--- config.mk ---
export PLATFORM = sky130hd
export DESIGN_NAME = read_fifo_reg
export DESIGN_NICKNAME = d
export VERILOG_FILES = /design/src/rtl/synapse_pkg.sv /design/src/rtl/read_fifo_reg_fifo_ptr.sv /design/src/rtl/read_fifo_reg.sv
export SDC_FILE = /design/constraint.sdc
export NUM_CORES = 1
export LEC_CHECK = 0
export ABC_AREA = 1
export ABC_CLOCK_PERIOD_IN_PS = 2050
export CAP_MARGIN = 10
export CORE_ASPECT_RATIO = 1.5
export CORE_UTILIZATION = 52
export DETAILED_ROUTE_END_ITERATION = 10
export PLACE_DENSITY = 0.75
export RECOVER_POWER = 100
export SETUP_SLACK_MARGIN = 0.4
export SYNTH_ARGS = -nofsm -noshare
export SYNTH_HDL_FRONTEND = slang
export SYNTH_SLANG_ARGS = --single-unit
--- constraint.sdc ---
create_clock -name sysclk -period 2.05 [get_ports sysclk]
set_clock_uncertainty 0.15 [all_clocks]
set_input_delay 0.41 -clock sysclk [delete_from_list [all_inputs] [get_ports sysclk]]
set_output_delay 0.41 -clock sysclk [all_outputs]
set_load 0.01 [all_outputs]
--- src/rtl/synapse_pkg.sv ---
// Shared status-word layout for CPU-visible FIFO registers.
// Bit positions plus a helper that packs the status word.
package synapse_pkg;

  localparam int EMPTY       = 0;
  localparam int FULL        = 1;
  localparam int OVERFLOW    = 2;
  localparam int UNDERFLOW   = 3;
  localparam int COUNT_LSB   = 8;
  localparam int COUNT_WIDTH = 8;

  function automatic logic [15:0] build_status(
    input logic                   is_empty,
    input logic                   is_full,
    input logic                   is_overflow,
    input logic                   is_underflow,
    input logic [COUNT_WIDTH-1:0] entries
  );
    logic [15:0] word;
    word                             = '0;
    word[EMPTY]                      = is_empty;
    word[FULL]                       = is_full;
    word[OVERFLOW]                   = is_overflow;
    word[UNDERFLOW]                  = is_underflow;
    word[COUNT_LSB +: COUNT_WIDTH]   = entries;
    return word;
  endfunction

endpackage

--- src/rtl/read_fifo_reg_fifo_ptr.sv ---
// Read/write pointers and occupancy count for a power-of-two FIFO.
// Pointers wrap naturally at DEPTH_LOG2 bits; enables must already be qualified.
module fifo_ptr #(
  parameter int DEPTH_LOG2 = 3
) (
  input  logic                  sysclk,
  input  logic                  sysreset,
  input  logic                  wr_en,
  input  logic                  rd_en,
  output logic [DEPTH_LOG2-1:0] wr_ptr,
  output logic [DEPTH_LOG2-1:0] rd_ptr,
  output logic [DEPTH_LOG2:0]   count
);

  always_ff @(posedge sysclk or posedge sysreset) begin
    if (sysreset) begin
      wr_ptr <= '0;
      rd_ptr <= '0;
      count  <= '0;
    end else begin
      if (wr_en) wr_ptr <= wr_ptr + 1'b1;
      if (rd_en) rd_ptr <= rd_ptr + 1'b1;
      if (wr_en && !rd_en)
        count <= count + 1'b1;
      else if (rd_en && !wr_en)
        count <= count - 1'b1;
    end
  end

endmodule

--- src/rtl/read_fifo_reg.sv ---
// CPU-readable FIFO register: hardware pushes words, CPU pops them via data_out,
// with sticky overflow/underflow flags and a packed status word.
module read_fifo_reg
  import synapse_pkg::*;
#(
  parameter int WIDTH      = 16,
  parameter int DEPTH_LOG2 = 3
) (
  input  logic             sysclk,
  input  logic             sysreset,
  input  logic             push,
  input  logic [WIDTH-1:0] push_data,
  input  logic             read,
  input  logic             clear_flags,
  output logic [15:0]      data_out,
  output logic [15:0]      status_out
);

  localparam int DEPTH = 1 << DEPTH_LOG2;
  localparam logic [DEPTH_LOG2:0] FULL_COUNT = {1'b1, {DEPTH_LOG2{1'b0}}};

  logic [WIDTH-1:0]      mem [DEPTH];
  logic [DEPTH_LOG2-1:0] wr_ptr;
  logic [DEPTH_LOG2-1:0] rd_ptr;
  logic [DEPTH_LOG2:0]   count;
  logic                  empty;
  logic                  full;
  logic                  push_ok;
  logic                  pop_ok;
  logic                  overflow;
  logic                  underflow;

  assign empty = (count == '0);
  assign full  = (count == FULL_COUNT);

  // A full FIFO still takes a push when a pop frees the head slot in the same cycle.
  assign push_ok = push && !sysreset && (!full || read);
  assign pop_ok  = read && !sysreset && !empty;

  fifo_ptr #(
    .DEPTH_LOG2(DEPTH_LOG2)
  ) u_ptr (
    .sysclk  (sysclk),
    .sysreset(sysreset),
    .wr_en   (push_ok),
    .rd_en   (pop_ok),
    .wr_ptr  (wr_ptr),
    .rd_ptr  (rd_ptr),
    .count   (count)
  );

  always_ff @(posedge sysclk) begin
    if (push_ok) mem[wr_ptr] <= push_data;
  end

  // Setting events take priority over clear_flags so no event is lost.
  always_ff @(posedge sysclk or posedge sysreset) begin
    if (sysreset) begin
      overflow  <= 1'b0;
      underflow <= 1'b0;
    end else begin
      if (push && full && !read)
        overflow <= 1'b1;
      else if (clear_flags)
        overflow <= 1'b0;
      if (read && empty)
        underflow <= 1'b1;
      else if (clear_flags)
        underflow <= 1'b0;
    end
  end

  always_comb begin
    data_out = '0;
    if (!empty) data_out[WIDTH-1:0] = mem[rd_ptr];
  end

  assign status_out = build_status(empty, full, overflow, underflow, COUNT_WIDTH'(count));

endmodule

==> summary.txt <==
Clock network
  • Clock buffer depth: 2
  • H-Tree Level Count: 4
  • CTS Buf Count: 17
  • Post-CTS Hold Fix Bufs: 0
  • CTS clk-pin slew, worst paths: 0.06 ns
  • TritonCTS clock tree: built
  • CTS Sinks: 140
  • Worst-Skew Late Latency: 0.42 ns
  • Root Buffer: clkbuf_16

Critical path
  • Reg-to-reg slack, setup: -0.22 ns
  • Critical path class: reg2out
  • CP max FO: 7
  • Worst r2r path cells: 13
  • Worst Setup SP: u_ptr.rd_ptr[0]
  • Critical Path RT: 1.49 ns
  • Critical path endpoint: data_out[12]
  • Worst R2R End: u_ptr.count[3]
  • Critical R2R Launch: u_ptr.count[0]
  • Critical Path Sink Type: output pin
  • Startpoint Class: register
  • WP data arrival: 1.92 ns

STA
  • Fin. Hold Viols: 0
  • Final number of setup-violating endpoints: 149
  • Unrepaired setup endpoints after global routing: yes
  • Final worst setup slack: -0.432 ns
  • Max Clk Rate: 403 MHz
  • Fin. max-slew vios: 0
  • Final period util: 121%
  • Fin crit period: 2.48 ns
  • Final hold slack: 0.403 ns

Routing
  • DRT Pass-1 Iters: 6
  • Routed Antenna Nets: 0
  • Routed vias: 5317
  • Routed WL: 20400 um
  • Drc violations: 0
  • Avg WL per Cell: 21.3 um
  • Vias per cell: 5.55
  • Starting DRT DRC Count: 651

Status
  • Outcome: finished with violations
  • Failing checks: negative setup slack

Floorplanning
  • Die Span Y: 138 um
  • Die ar.: 12900 um2
  • IO Count: 53
  • Starting Density: 53.7%
  • Core area: 12000 um2
  • # rows: 49
  • Die width: 93.0 um

Global route
  • Total GRT Usage: 28.7%
  • First-pass GRT wire length: 27200 um
  • Vias in the first global route: 5218
  • Initial antenna violation count: 0
  • Largest net degree at the start of global routing: 24
  • GRT overflow: 0

Synth
  • Synth warnings: 0
  • Mapped Avg Cell Area: 9.66 um2
  • Top cell type by total area after synthesis: edfxtp_1
  • Post-synthesis async set-or-reset flop share: 8.57%
  • Top cell type's share of synthesized area: 59.5%
  • Synthesized instance count: 668
  • Post-Syn Area: 6450 um2
  • Share of the yosys chip area belonging to registers: 64.2%
  • Number of flops mapped to enable cells by yosys: 128
  • Synth area leaders: edfxtp_1 (60%), nand2_1 (11%), inv_1 (8.4%)
  • Post-synthesis register bit count: 140
  • Ys flop type: edfxtp_1
  • Yosys cell types: 24

Finish
  • # diodes: 0
  • Register area: 4150 um2
  • Final core occ: 77.2%
  • Area of the multi-input gates: 2140 um2
  • # nets final: 819
  • Final non-filler cell total: 958
  • Fill count: 690
  • Syn-to-layout area delta: 43.7%
  • Design Area, Final: 9280 um2
  • Layout cells sized above 1: 34.3%

Power
  • Lkg Pwr: 4.20 nW
  • Pwr dens: 1400 nW/um2
  • Overall Power: 0.0130 W
  • Max VDD drop: 0.00115 V

Placed design
  • Placer Congestion: 0.782
  • Port bufs: 44
  • DPL Wire Length: 8910 um
  • Placed cell area: 7430 um2
  • Placed insts: 875

Hold path
  • Hold path depth: 2
  • HP Class: reg2reg

Job
  • Max-cap violations: 0
cell type report:
class                   instances  area share [%]
inverters                     146            6.03
well taps                     153            2.06
flip-flops and latches        140            44.7
clock buffers                  18            4.63
repair buffers                138            17.5
multi-input cells             349            23.0
clock inverters                14            2.08
kinds of logic (layout without fill, tap and decap cells):
kind of cell    count (synthesis)  after routing  share of synthesized area, %
compound gates                  7              7                         0.581
xor+xnor                        5              5                         0.678
fa+ha+maj                       6              6                          1.28
buf+inv                       186            316                          12.4
flops                         140            140                          64.2
other cells                     1              8                        0.0581
simple gates                  323            323                          20.8
Yosys cell counts (2+ instances only):
library cell / n
buf_6: 2
nor2_1: 43
xnor2_1: 4
edfxtp_1: 128
clkbuf_1: 2
inv_1: 144
dfrtp_1: 12
nand2_1: 186
buf_2: 16
ha_1: 5
buf_1: 2
nand3_1: 87
buf_4: 18
nand4_1: 5
o22ai_1: 2
o21ai_0: 4
cell usage in the layout, fill, tap and decap left out, drive strengths merged:
cell / instances
clkbuf: 29
ha: 5
edfxtp: 128
nand2: 186
conb: 8
xnor2: 4
clkdlybuf4s25: 3
xor2: 1
o22ai: 2
a21oi: 1
nor4: 1
nand3: 88
dlygate4sd3: 17
fa: 1
dfrtp: 12
clkinvlp: 3
o21ai: 4
nand4: 5
clkdlybuf4s50: 3
buf: 104
nor2: 43
inv: 146
clkinv: 7
bufinv: 4
state kept, by name (all words and copies together) (netlist names):
signal	cells
mem	128
overflow	1
u_ptr.count	4
u_ptr.rd_ptr	3
underflow	1
u_ptr.wr_ptr	3
report_power, final:
part	internal (W)	switching, W
Sequential	0.00339	0.000203
Combinational	0.00270	0.00340
Clock	0.00204	0.00125
Total	0.00813	0.00485
metal layers:
layer  track usage, %  wire [um]  vias up
met4             15.8       1120        0
met1             32.2       6900     2550
li1                 -          -     2336
met3             5.28       1510       92
met5                0          0        -
met2             50.5      10800      339
critical path, stage by stage (launching register included):
cell and delay, ns:
dfrtp_2 0.47, clkinv_4 0.11, buf_12 0.14, clkbuf_16 0.16, nand2_1 0.08, nand3_1 0.10, nand2_1 0.07, nor2_1 0.17
nor2_2 0.06, buf_2 0.14
repair_timing:
action / in CTS / in global routing
setup buffers: 22 / 14
pin swaps: 31 / 47
cloned: 14 / 1
endpoints found under the setup margin: 155 / 158
gates resized for setup: 212 / 85
metrics by stage:
stage	worst slack, ns	TNS [ns]
after floorplan	-0.0328	-0.0582
after global placement	-0.266	-22.37
after detailed placement	-0.403	-29.47
after CTS	-0.296	-4.04
after global routing	-0.458	-38.77
final	-0.432	-28.95
worst min-delay path by stage:
stage,startpoint,endpoint,slack [ns]
2_1_floorplan,sysreset,overflow,0.07
3_3_place_gp,underflow,underflow,0.37
3_5_place_dp,underflow,underflow,0.39
4_1_cts,sysreset,u_ptr.rd_ptr[1],0.17
5_1_grt,underflow,underflow,0.44
6_report,underflow,underflow,0.40
Power figures use the tool's default switching activity.
